$ cat config.mk
export PLATFORM = sky130hd
export DESIGN_NAME = tag_lookup_ctrl
export DESIGN_NICKNAME = d
export VERILOG_FILES = /design/src/rtl/tag_lookup_ctrl.sv
export SDC_FILE = /design/constraint.sdc
export NUM_CORES = 1
export LEC_CHECK = 0
export CAP_MARGIN = 10
export CELL_PAD_IN_SITES_DETAIL_PLACEMENT = 1
export CELL_PAD_IN_SITES_GLOBAL_PLACEMENT = 1
export CORE_ASPECT_RATIO = 1.2
export CORE_UTILIZATION = 37
export CTS_CLUSTER_SIZE = 10
export DETAILED_ROUTE_END_ITERATION = 6
export PLACE_DENSITY_LB_ADDON = 0.1
export SLEW_MARGIN = 20
export SYNTH_ARGS = -nofsm -noshare
export SYNTH_HDL_FRONTEND = slang
export SYNTH_SLANG_ARGS = --single-unit
$ cat constraint.sdc
create_clock -name clock -period 2.95 [get_ports clock]
set_input_delay 0.7375 -clock clock [delete_from_list [all_inputs] [get_ports clock]]
set_output_delay 0.7375 -clock clock [all_outputs]
set_load 0.02 [all_outputs]
$ cat src/rtl/tag_lookup_ctrl.sv
// Lookup/fill/state-change controller for the two synchronous-read tag RAMs of a
// 2-way set-associative L1 with MSI line states and per-set LRU bits.
module tag_lookup_ctrl #(
    parameter int AWIDTH = 3,
    parameter int TWIDTH = 14
) (
    input  logic                clock,
    input  logic                rst_n,
    input  logic                req_valid,
    output logic                req_ready,
    input  logic [1:0]          req_op,
    input  logic [AWIDTH-1:0]   req_index,
    input  logic [TWIDTH-1:0]   req_tag,
    input  logic [1:0]          req_state,
    output logic                resp_valid,
    input  logic                resp_ready,
    output logic                resp_hit,
    output logic                resp_way,
    output logic [1:0]          resp_state,
    output logic [TWIDTH-1:0]   resp_victim_tag,
    output logic                resp_multi_hit,
    output logic [AWIDTH-1:0]   tag_addr,
    output logic [TWIDTH+1:0]   tag_din,
    output logic                tag_we0,
    output logic                tag_we1,
    input  logic [TWIDTH+1:0]   tag_dout0,
    input  logic [TWIDTH+1:0]   tag_dout1
);

    localparam int DEPTH  = 1 << AWIDTH;
    localparam int DWIDTH = TWIDTH + 2;

    localparam logic [1:0] OP_FILL     = 2'b01;
    localparam logic [1:0] OP_SETSTATE = 2'b10;
    localparam logic [1:0] ST_INVALID  = 2'b00;

    typedef enum logic [2:0] {
        IDLE,
        RD,
        CMP,
        WR,
        RESP
    } state_t;

    state_t              state;
    logic [1:0]          op_q;
    logic [AWIDTH-1:0]   index_q;
    logic [TWIDTH-1:0]   tag_q;
    logic [1:0]          new_state_q;
    logic [DEPTH-1:0]    lru;

    logic [1:0]          st0;
    logic [1:0]          st1;
    logic [TWIDTH-1:0]   tg0;
    logic [TWIDTH-1:0]   tg1;
    logic                match0;
    logic                match1;
    logic                hit;
    logic                hit_way;
    logic                victim_way;
    logic                fill_way;
    logic [1:0]          hit_state;
    logic [TWIDTH-1:0]   hit_tag;
    logic [1:0]          fill_state;
    logic [TWIDTH-1:0]   fill_tag;
    logic                is_fill;
    logic                is_setstate;

    // Way compare on the RAM read data; only meaningful during CMP, when dout
    // reflects the address latched at the end of RD.
    always_comb begin
        st0         = tag_dout0[DWIDTH-1:TWIDTH];
        st1         = tag_dout1[DWIDTH-1:TWIDTH];
        tg0         = tag_dout0[TWIDTH-1:0];
        tg1         = tag_dout1[TWIDTH-1:0];
        match0      = (tg0 == tag_q) && (st0 != ST_INVALID);
        match1      = (tg1 == tag_q) && (st1 != ST_INVALID);
        hit         = match0 | match1;
        hit_way     = !match0;
        hit_state   = hit_way ? st1 : st0;
        hit_tag     = hit_way ? tg1 : tg0;
        victim_way  = lru[index_q];
        if (st0 == ST_INVALID) begin
            victim_way = 1'b0;
        end else if (st1 == ST_INVALID) begin
            victim_way = 1'b1;
        end
        fill_way    = hit ? hit_way : victim_way;
        fill_state  = fill_way ? st1 : st0;
        fill_tag    = fill_way ? tg1 : tg0;
        is_fill     = (op_q == OP_FILL);
        is_setstate = (op_q == OP_SETSTATE);
    end

    always_ff @(posedge clock or negedge rst_n) begin
        if (!rst_n) begin
            state           <= IDLE;
            req_ready       <= 1'b1;
            resp_valid      <= 1'b0;
            resp_hit        <= 1'b0;
            resp_way        <= 1'b0;
            resp_state      <= 2'b00;
            resp_victim_tag <= '0;
            resp_multi_hit  <= 1'b0;
            tag_addr        <= '0;
            tag_din         <= '0;
            tag_we0         <= 1'b0;
            tag_we1         <= 1'b0;
            op_q            <= 2'b00;
            index_q         <= '0;
            tag_q           <= '0;
            new_state_q     <= 2'b00;
            lru             <= '0;
        end else begin
            case (state)
                IDLE: begin
                    if (req_valid) begin
                        op_q        <= req_op;
                        index_q     <= req_index;
                        tag_q       <= req_tag;
                        new_state_q <= req_state;
                        tag_addr    <= req_index;
                        req_ready   <= 1'b0;
                        state       <= RD;
                    end
                end

                RD: begin
                    state <= CMP;
                end

                CMP: begin
                    resp_hit        <= hit;
                    resp_multi_hit  <= match0 & match1;
                    resp_victim_tag <= '0;
                    if (is_fill) begin
                        resp_way        <= fill_way;
                        resp_state      <= fill_state;
                        resp_victim_tag <= fill_tag;
                        tag_din         <= {new_state_q, tag_q};
                        tag_we0         <= !fill_way;
                        tag_we1         <= fill_way;
                        lru[index_q]    <= !fill_way;
                        state           <= WR;
                    end else begin
                        resp_way   <= hit ? hit_way : 1'b0;
                        resp_state <= hit ? hit_state : 2'b00;
                        if (is_setstate && hit) begin
                            tag_din <= {new_state_q, hit_tag};
                            tag_we0 <= !hit_way;
                            tag_we1 <= hit_way;
                            state   <= WR;
                        end else begin
                            // LOOKUP (and reserved op) refreshes recency; SETSTATE never does.
                            if (!is_setstate && hit) begin
                                lru[index_q] <= !hit_way;
                            end
                            resp_valid <= 1'b1;
                            state      <= RESP;
                        end
                    end
                end

                WR: begin
                    tag_we0    <= 1'b0;
                    tag_we1    <= 1'b0;
                    resp_valid <= 1'b1;
                    state      <= RESP;
                end

                RESP: begin
                    if (resp_ready) begin
                        resp_valid <= 1'b0;
                        req_ready  <= 1'b1;
                        state      <= IDLE;
                    end
                end

                default: begin
                    tag_we0    <= 1'b0;
                    tag_we1    <= 1'b0;
                    resp_valid <= 1'b0;
                    req_ready  <= 1'b1;
                    state      <= IDLE;
                end
            endcase
        end
    end

endmodule

==> metrics.txt <==
commonest non-fill, non-tap cells in the layout 97 x clkdlybuf4s50_1, 70 x dfrtp_1, 41 x nand2_1; Num CTS Buffers 9; antenna viol nets, final 0; DR pass1 iterations 4; Setup crit end kind flip-flop; io pins about 100; vias in the first global route 3488; Final min period 2670 ps; CTS root buffer clkbuf_16; placed cell area 0.00497 mm^2; WP data arrival 2880 ps; Max Root-Sink Buffers 2; CP required around 3200 ps; CP Cell Sequence clkdlybuf4s50_1, xor2_1, nor4_1, nand4_1, and2_1, o21bai_2, nand3_1, mux2_1; mux share of post-synthesis cell area 17.3%; Rows 39; main combinational cell family by area after synthesis multiplexers; Crit path max-delay family simple AND/OR/NAND/NOR gates; top_reg_cell synth dfrtp_1; Max Fanout on Critical Path 8; Synth Net Count 428; hold_buf cts 0; final hold violation count 0; Peak VDD IR 629 uV; nets 537; max incr delay on CP 460 ps; max-slew violation count 0; combinational power share 42.3%; Skew-Pair Late Insertion Delay 330 ps; Post-Synth Simple-Gate Area between 10% and 20%; initial antenna violation count 0; drt drc 0; layout cell share with drive strength beyond 1 between 10 and 15%; Avg Cell Area, Syn between 10 and 15 um^2; Final period util 90.4%; Sink Count between 70 and 80; H-tree Lvls 3; post-cts sizing count 0; Syn. warnings 0; commonest non-fill, non-tap cell in the layout clkdlybuf4s50_1; Seq pwr share 33.9%; cell internal pwr 3.22 mW; placed cells 592; Detailed Route Iter0 Violations 70; M1 WL 4.35 mm; WL/cell 18.0 um; Core Area 0.00971 mm^2; RR Startpoint index_q[0]; Leak 2.38 nW; CTS tree yes; port buffer count 98; Worst Path Class, Setup in2reg; DR WL met2 6.01 mm; DIE AREA 0.0106 mm^2; Setup Skew 6.08 ps; final WL 10.9 mm; headroom to the max-slew limit 51.4%; initial core utilization 38.7%; worst slew pin tran about 730 ps; Post-Syn Area 0.00375 mm^2; Final GP Congestion 0.841; Synth-to-Final Area Change 41.5%; leading area contributor after synthesis dfrtp_1; r2r worst-path depth 8; total congestion overflow 0; Non-Filler Instances 608; vias 3194; Post-synth EDFFs 0; Worst R2R Setup Slack 490 ps; Final setup violation count 0; Async S/R FF share, synth 100%; Area contributors post-synth dfrtp_1 47%, mux2i_1 8.0%, xor2_1 6.5%; Max Cap Violations 0; met3 routed WL 329 um; Fin Setup TNS 0 ps; Worst path slowest cell clkdlybuf4s50_1; post-synthesis sequential area ratio 47.4%; unique cell type count in the Yosys netlist 39; Syn Inst Count 371; RSZ-0062 raised after global routing false; outcome finished, final reports clean; Max Freq 375 MHz; Synth Area in Compound Gates 10.5%; vias per std cell roughly 5.3; dpl hpwl approximately 8.4 mm; post-route cell area around 0.0053 mm^2; Setup Fix Bufs, Post-CTS 0; RR Endpoint resp_victim_tag[0]; FF+latch count, synth 71; Synth Area in Adders 0%; Layout Utilization 54.7%; Hold Path Class in2async; Post-Synth XOR/XNOR Area around 6.5%; top sig layer met4; Sw Pwr 1.97 mW; Synth top area share 46.7%; first-pass GRT wire length 17.8 mm; Antenna Cells 0; Clock transition at path regs 60 ps; Die Height 112 um; P per Cell Area 977 mW/mm^2; clock share of power about a quarter; DIE WIDTH between 90 and 100 um; CP Launch Type input pin; global-route usage over all layers 22.4%; sw frac about two fifths; crit path buf inv count 1; largest net degree at the start of global routing 43
[worst max-delay path by stage]
stage,start,to,slack (ps),cells past startpoint
finish,tag_dout0[4],lru[1],280,8
floorplan,tag_dout0[1],tag_din[15],620,7
CTS,tag_dout1[1],lru[1],280,8
detailed placement,tag_dout1[1],lru[1],-80,8
global route,tag_dout1[10],lru[1],90,8
global placement,tag_dout1[1],lru[3],-10,8
[cell usage after synthesis (2+ instances only)]
library cell / n
buf_2: 3
a31oi_1: 2
o22ai_1: 2
xor2_1: 28
dfrtp_1: 70
inv_1: 6
o21ai_0: 5
nand4_1: 5
nand3_1: 10
mux2i_1: 30
nor2_1: 25
nor4_1: 15
mux2_1: 10
nor3_1: 8
and2_1: 2
nand2_1: 41
o21ai_1: 33
mux2_2: 19
a21oi_1: 21
nand2b_1: 5
clkbuf_1: 13
[sequential cells by signal, summed over array words and instances, names as in the netlist]
signal	cells
tag_we1	1
resp_multi_hit	1
lru	8
resp_victim_tag	14
req_ready	1
resp_state	2
op_q	2
tag_din	16
state	3
tag_we0	1
resp_hit	1
index_q	3
resp_way	1
resp_valid	1
new_state_q	2
tag_q	14
[metal layers]
metal / track usage, % / vias up
met5: 0 / -
met2: 41.5 / 67
li1: - / 1531
met1: 25.0 / 1581
met3: 4.95 / 15
met4: 7.59 / 0
[power by group through the flow]
stage	Sequential [mW]	Clock, mW	Combinational, mW
global placement	1.76	0	2.16
floorplan	1.90	0	1.12
CTS	1.77	1.26	2.23
finish	1.76	1.23	2.19
detailed placement	1.78	0	2.20
global route	1.82	1.31	2.38
[through the flow]
step / hold slack, ps / power, mW / worst slack [ps]
2_1_floorplan: 442 / 3.03 / 621
3_3_place_gp: 464 / 3.91 / -12.9
3_5_place_dp: 477 / 3.98 / -75.1
4_1_cts: 474 / 5.26 / 283
5_1_grt: 501 / 5.51 / 86.7
6_report: 463 / 5.19 / 284
[cells by family (layout without fill, tap and decap cells)]
group	after synthesis	count (layout)
muxes	60	60
xor gates and xnor gates	28	28
buffers and inverters	25	139
and+or+nand+nor	118	118
AOI/OAI and AO/OA	69	69
DFF	71	71
[cell type report]
cell class	instances	area, um^2
tap	123	154
multi-input combinational	275	1860
inverter	6	22.5
clock inverter	5	106
clock buffer	11	233
sequential	71	1780
fill	1073	4400
timing repair buffer	117	1160
Note: power is estimated with default switching activity, not from simulation.
